### src/rtl/pipelined_adder_pkg.sv
// Shared types and segment-geometry helpers for the parametrised pipelined adder.
package pipelined_adder_pkg;

    typedef enum logic {OP_ADD = 1'b0, OP_SUB = 1'b1} adder_op_e;

    function automatic int chunk_width(input int width, input int stages);
        return (width + stages - 1) / stages;
    endfunction

    function automatic int last_chunk_width(input int width, input int stages);
        return width - (stages - 1) * chunk_width(width, stages);
    endfunction

    function automatic int seg_lsb(input int k, input int width, input int stages);
        return k * chunk_width(width, stages);
    endfunction

    function automatic int seg_width(input int k, input int width, input int stages);
        return (k == stages - 1) ? last_chunk_width(width, stages) : chunk_width(width, stages);
    endfunction

endpackage

### src/rtl/pipelined_adder_stage.sv
// One carry-chain segment: W-bit add with registered sum, carry and valid tag.
module pipelined_adder_stage #(
    parameter int W = 7
) (
    input  logic         clock0,
    input  logic         reset,
    input  logic         en,
    input  logic         vin,
    input  logic         cin,
    input  logic [W-1:0] a,
    input  logic [W-1:0] b,
    output logic         vout,
    output logic [W-1:0] sum,
    output logic         cout
);

    logic [W:0] total;

    assign total = {1'b0, a} + {1'b0, b} + {{W{1'b0}}, cin};

    // Data only loads behind a valid tag so the outputs hold between results.
    always_ff @(posedge clock0) begin
        if (reset) begin
            vout <= 1'b0;
            sum  <= '0;
            cout <= 1'b0;
        end else if (en) begin
            vout <= vin;
            if (vin) {cout, sum} <= total;
        end
    end

endmodule

### src/rtl/pipelined_adder_param.sv
// WIDTH-bit add/subtract split into STAGES registered carry-chain segments,
// with operand skew and sum deskew so every result bit leaves in one cycle.
module pipelined_adder_param
    import pipelined_adder_pkg::*;
#(
    parameter int WIDTH  = 26,
    parameter int STAGES = 4
) (
    input  logic             clock0,
    input  logic             reset,
    input  logic             hold,
    input  logic             in_valid,
    input  logic             in_sub,
    input  logic [WIDTH-1:0] op_a,
    input  logic [WIDTH-1:0] op_b,
    output logic             out_valid,
    output logic [WIDTH-1:0] out,
    output logic             carry_out,
    output logic             overflow
);

    localparam int LAST = last_chunk_width(WIDTH, STAGES);

    if (WIDTH < 2 || WIDTH > 64 || STAGES < 1 || STAGES > WIDTH || LAST <= 0) begin : g_bad_param
        $error("pipelined_adder_param: illegal WIDTH/STAGES combination");
    end

    logic          en;
    adder_op_e     op;
    logic [STAGES:0] vld_pipe;

    assign en          = ~hold;
    assign op          = adder_op_e'(in_sub);
    assign vld_pipe[0] = in_valid;

    for (genvar k = 0; k < STAGES; k++) begin : g_seg
        localparam int LSB = seg_lsb(k, WIDTH, STAGES);
        localparam int W   = seg_width(k, WIDTH, STAGES);
        localparam int REM = WIDTH - LSB;

        // a_in/b_in: operand bits [WIDTH-1:LSB] as seen by this segment
        logic [REM-1:0]     a_in, b_in;
        logic               cin, cout;
        logic [W-1:0]       sum;
        logic [LSB+W-1:0]   acc;

        if (k == 0) begin : g_lo
            assign a_in = op_a;
            assign b_in = (op == OP_SUB) ? ~op_b : op_b;
            assign cin  = (op == OP_SUB);
            assign acc  = sum;
        end else begin : g_hi
            localparam int PW   = seg_width(k - 1, WIDTH, STAGES);
            localparam int PREM = WIDTH - seg_lsb(k - 1, WIDTH, STAGES);

            logic [LSB-1:0] low_q;

            // Skew regs sit at the previous segment's level; deskew at this one.
            always_ff @(posedge clock0) begin
                if (reset) begin
                    a_in  <= '0;
                    b_in  <= '0;
                    low_q <= '0;
                end else if (en) begin
                    if (vld_pipe[k-1]) begin
                        a_in <= g_seg[k-1].a_in[PREM-1:PW];
                        b_in <= g_seg[k-1].b_in[PREM-1:PW];
                    end
                    if (vld_pipe[k]) low_q <= g_seg[k-1].acc;
                end
            end

            assign cin = g_seg[k-1].cout;
            assign acc = {sum, low_q};
        end

        pipelined_adder_stage #(.W(W)) u_stage (
            .clock0 (clock0),
            .reset  (reset),
            .en     (en),
            .vin    (vld_pipe[k]),
            .cin    (cin),
            .a      (a_in[W-1:0]),
            .b      (b_in[W-1:0]),
            .vout   (vld_pipe[k+1]),
            .sum    (sum),
            .cout   (cout)
        );
    end

    // Operand sign bits travel alongside the top segment for the overflow test.
    logic a_msb, b_msb;

    always_ff @(posedge clock0) begin
        if (reset) begin
            a_msb <= 1'b0;
            b_msb <= 1'b0;
        end else if (en && vld_pipe[STAGES-1]) begin
            a_msb <= g_seg[STAGES-1].a_in[LAST-1];
            b_msb <= g_seg[STAGES-1].b_in[LAST-1];
        end
    end

    assign out_valid = vld_pipe[STAGES];
    assign out       = g_seg[STAGES-1].acc;
    assign carry_out = g_seg[STAGES-1].cout;
    assign overflow  = (a_msb == b_msb) && (out[WIDTH-1] != a_msb);

endmodule

### config.mk
export PLATFORM = sky130hd
export DESIGN_NAME = pipelined_adder_param
export DESIGN_NICKNAME = d
export VERILOG_FILES = /design/src/rtl/pipelined_adder_pkg.sv /design/src/rtl/pipelined_adder_stage.sv /design/src/rtl/pipelined_adder_param.sv
export SDC_FILE = /design/constraint.sdc
export NUM_CORES = 1
export LEC_CHECK = 0
export ABC_AREA = 1
export BUFFER_PORTS_ARGS = -buffer_cell sky130_fd_sc_hd__buf_2
export CAP_MARGIN = 20
export CORE_MARGIN = 2
export CORE_UTILIZATION = 33
export DETAILED_ROUTE_END_ITERATION = 7
export SLEW_MARGIN = 5
export SYNTH_ARGS = -nofsm -noshare
export SYNTH_HDL_FRONTEND = slang
export SYNTH_SLANG_ARGS = --single-unit
### constraint.sdc
create_clock -name clock0 -period 4.8 [get_ports clock0]
set_clock_uncertainty 0.15 [all_clocks]
set_input_delay 0.48 -clock clock0 [delete_from_list [all_inputs] [get_ports clock0]]
set_output_delay 0.48 -clock clock0 [all_outputs]
set_load 0.005 [all_outputs]
== Word level (Yosys, flattened, before mapping) ==
Cells that the tools add are included.

* Logic and storage cells: 42
* Register bits after elaboration: 150
* Input port bits: 57
* Output and inout port bits: 29
* Memories: 0
* Bits in latches: 0
* RAM bits: 0
* Memory bits (read-only): 0

* Divide/modulo/power cells: 0
* Order comparisons: 0
* Multiply operators: 0
* Equal/unequal tests: 2
* Bitwise operators: 2
* Multiplexer cells: 1
* Reduce and logical (&&, ||, !) cells: 6
* Add/subtract/negate cells: 8
* Shifts and indexed selects: 0

{| class="wikitable"
|+ Operators by type and width
! cell !! count
|-
| $mux W26 || 1
|-
| $not A26 Y26 || 1
|-
| $add A7 B7 Y8 || 3
|-
| $add A8 B1 Y8 || 3
|-
| $reduce_and A2 Y1 || 4
|-
| $add A5 B5 Y6 || 1
|-
| $add A6 B1 Y6 || 1
|-
| $logic_and A1 B1 Y1 || 2
|-
| $eq A1 B1 Y1 || 1
|-
| $ne A1 B1 Y1 || 1
|-
| $not A1 Y1 || 1
|}

== Depth between registers and ports, before layout ==
* Depth after elaboration: 4
* Depth in mapped cells: 12
* Gate-level depth less buffers: 12

== Modules after synthesis ==
Synthesis repeated with hierarchy kept, for this count alone.

* Cell total of the unflattened synthesis: 1118
* Area, all modules: 7292.0 um^2

{| class="wikitable"
|+ By module, submodules not included
! module !! area each (um^2) !! instances !! cells each
|-
| pipelined_adder_param || 4993.5 || 1 || 783
|-
| pipelined_adder_stage (g_seg[0].u_stage ...) || 614.3 || 3 || 90
|-
| pipelined_adder_stage (g_seg[3].u_stage) || 455.4 || 1 || 65
|}

== Least setup slack after synthesis ==
No wires, ideal clock.

* Kind: input -> register
* From: in in_sub
* To: reg g_seg[0].u_stage.sum[6]
* Path buffers: 2
* Stages on the path: 11
* Arrival: 1.918 ns
* Slack: 2.624 ns
* Data required time: 4.541 ns
* Library setup time: 0.109 ns
* Cells stage by stage: buf_4 buf_4 xor2_1 ha_1 or2_2 nand3_1 nand2_1 nand2_1 nand3_1 nand2_1 inv_1

* Longest elaborated chain between the ends: 3

{| class="wikitable"
|+ RTL lines
! what !! RTL line !! text
|-
| from (decl) || pipelined_adder_param.sv:13 || <nowiki>input logic in_sub,</nowiki>
|-
| $mux W26 || pipelined_adder_param.sv:49 || <nowiki>assign b_in = (op == OP_SUB) ? ~op_b : op_b;</nowiki>
|-
| $add A7 B7 Y8 || pipelined_adder_stage.sv:19 || <nowiki>assign total = {1'b0, a} + {1'b0, b} + {{W{1'b0}}, cin};</nowiki>
|-
| $add A8 B1 Y8 * || pipelined_adder_stage.sv:19 ||
|-
| to (signal assigned) || pipelined_adder_stage.sv:29 || <nowiki>if (vin) {cout, sum} <= total;</nowiki>
|-
| to (decl) || pipelined_adder_stage.sv:13 || <nowiki>output logic [W-1:0] sum,</nowiki>
|}

Mark *: on every way between the ends. The rest lies on a longest branch, timed or not.
A chain may end at the register's enable or synchronous reset.

== Worst setup path in the final report ==
Ends and elaborated chain as after synthesis.

==> impl_metrics.ini <==
[cells_and_area]
fillers = 2091
layout_commonest_cell = nor2_1
fin_nets = 974
layout_common_cells = nor2_1, dfxtp_1, o21ai_0
syn_to_final_growth_pct = 17.7
layout.cells.non_filler = 1166
diodes = 0
drive_above_1_share_pct = 15.0
finish.utilization_pct = 39.4
design_area_sq_um = 7640

[critical_path]
cp-start-kind = input port
crit_fanout = 26
worstPathRequired_ns = 4.98
crit_type = in -> reg
endpoint_kind = flip-flop
arrival_ns = 2.32

[global_routing]
grt_max_degree = 70
grt_pass1_vias = 4598
grt.total_usage_pct = 14.0
grt_pass1_wl_microns = 23200
antenna_found_initial = 1
gr-total-overflow = 0

[drt]
via_per_inst = 4.46
drc = 0
firstDrtPassIters = 5
detail-route-antenna-nets = 0
routedWlPerCell_microns = 12.0
finalWirelength_microns = 13900
routed-via-count = 5197
drtIter0Drc = 248

[clocking]
insertion_delay_ns = 0.42
cts_buffer_depth = 2
htree_levels = 4
cts_setup_buffers = 0
cts_tree = done
cts_buffers = 17
ctsHoldBuffers = 0
cts.sinks = 150
root_buffer = clkbuf_16
cts-resized-gates = 0
path_clk_slew_ns = 0.06

[placed_design]
dp_slack_ns = 2.19
port_buffers = 85
place_area_sq_um = 6990
post-place-cells = 1134
place.gp.congestion = 0.799
place_hpwl_microns = 9640

[floorplanning]
dieHeight_microns = 144
num_rows = 51
dieArea_sq_um = 20800
ios = 86
start_util_pct = 33.5
die_width_microns = 144
fp.coreArea_sq_um = 19400

[sta]
fin_crit_sh_pct = 44.7
tightestPinTransition_ns = 0.746
setup_viol = 0
hold_viol_final = 0
rsz0062_at_grt = no
setup_slack_ns = 2.66
layout_min_cycle_time_ns = 2.14
setup_tns_ns = 0
relSlewSlack_pct = 50.2
worst_hold_slack_ns = 0.155
fmax_ghz = 0.467
report.final.slew_viol_count = 0

[pwr]
power_switching_uw = 699
powerDensity_nw_per_um2 = 398
clkPwrFrac_pct = 47.6
ir_worst_vdd_mv = 0.249
sw_frac_of_total_pct = 23.0
p_int_mw = 2.34
p_comb_share_pct = 8.9
finalPower_mw = 3.04
p_seq_share_pct = 43.5
power.leakage_nw = 3.35

[logic_synthesis]
synth_edf_count = 0
syn_area_per_cell_sq_um = 7.84
synth_ff_type = dfxtp_1
syn_inst = 828
ys_ff_latch = 150
seq_area_frac_synth_pct = 46.3
ys_async_sr_fraction_pct = 0
syn_area_sq_um = 6490
syn_nets = 914
synth_warnings = 0
synth_cell_types = 27

[status]
outcome = completed

[job]
max_cap_viol_count = 0

[worst_hold_path]
hold_path_class = in -> reg
==> final cells by class <==
class / count / area [sq um] / area share, %
Clock buffer: 19 / 443 / 5.80
Clock inverter: 13 / 204 / 2.67
Inverter: 62 / 238 / 3.11
Multi-Input combinational cell: 570 / 2980 / 39.0
Sequential cell: 150 / 3000 / 39.3
Tap cell: 265 / 332 / 4.34
Timing Repair Buffer: 87 / 440 / 5.77
==> worst max-delay path: stages <==
cell and delay [ns]:
buf_2 0.57, xor2_1 0.22, fa_1 0.50, nand2_1 0.09
nand2_1 0.07, nand3_1 0.09, nand2_1 0.06, nand2_1 0.05
nand3_1 0.06, nand2_1 0.08, inv_1 0.03
==> state kept, by name, indices dropped and copies added, names as in the netlist <==
| name | cells |
|---|---|
| g_seg.u_stage.sum | 26 |
| g_seg.g_hi.low_q | 42 |
| g_seg.u_stage.vout | 4 |
| a_msb | 1 |
| b_msb | 1 |
| g_seg.u_stage.cout | 4 |
| g_seg.b_in | 36 |
| g_seg.a_in | 36 |
==> metal layers <==
| layer | GRT usage [%] | vias to the layer above | share of wire (%) | wire length [microns] |
|---|---|---|---|---|
| met5 | 0 | - | 0.079 | 11 |
| met4 | 5.21 | 2 | 1.3 | 177 |
| met3 | 3.38 | 16 | 4.6 | 647 |
| met2 | 18.7 | 118 | 39 | 5430 |
| met1 | 21.5 | 2244 | 55 | 7690 |
| li1 | - | 2817 | - | - |
==> power groups by stage <==
stage | Clock [mW] | Combinational, mW | Sequential [mW]
floorplan | 0 | 0.206 | 1.34
global placement | 0 | 0.268 | 1.35
detailed placement | 0 | 0.271 | 1.35
CTS | 1.47 | 0.273 | 1.32
global route | 1.52 | 0.315 | 1.33
finish | 1.45 | 0.270 | 1.32
==> cell usage after synthesis (all sizes together), types with 8 or more instances <==
master | number | share of area [%]
nor2 | 184 | 11
dfxtp | 150 | 46
o21ai | 132 | 10
a21oi | 70 | 5.4
nand2 | 70 | 4.4
inv | 62 | 3.7
buf | 36 | 3.5
nand3 | 36 | 2.8
ha | 22 | 4.2
xnor2 | 22 | 3.0
clkbuf | 10 | 0.66
xor2 | 8 | 1.1
==> final timing paths <==
check	from	to	slack (ns)	cells past startpoint
setup reg to reg	g_seg[0].u_stage.cout	g_seg[1].u_stage.sum[4]	2.84	11
hold / removal	op_a[24]	g_seg[1].a_in[17]	0.16	3
hold reg to reg	g_seg[1].b_in[7]	g_seg[2].b_in[0]	0.29	2
setup / recovery	in_sub	g_seg[0].u_stage.sum[6]	2.66	11
==> kinds of logic after synthesis <==
logic type                 Yosys count  synth area share (%)
xor gates and xnor gates            30                  4.05
AOI/OAI and AO/OA                  209                  16.4
adders and majority gates           29                  6.40
DFF                                150                  46.3
buffers and inverters              108                  7.83
and+or+nand+nor                    302                  19.1
Note: power is estimated with default switching activity, not from simulation.
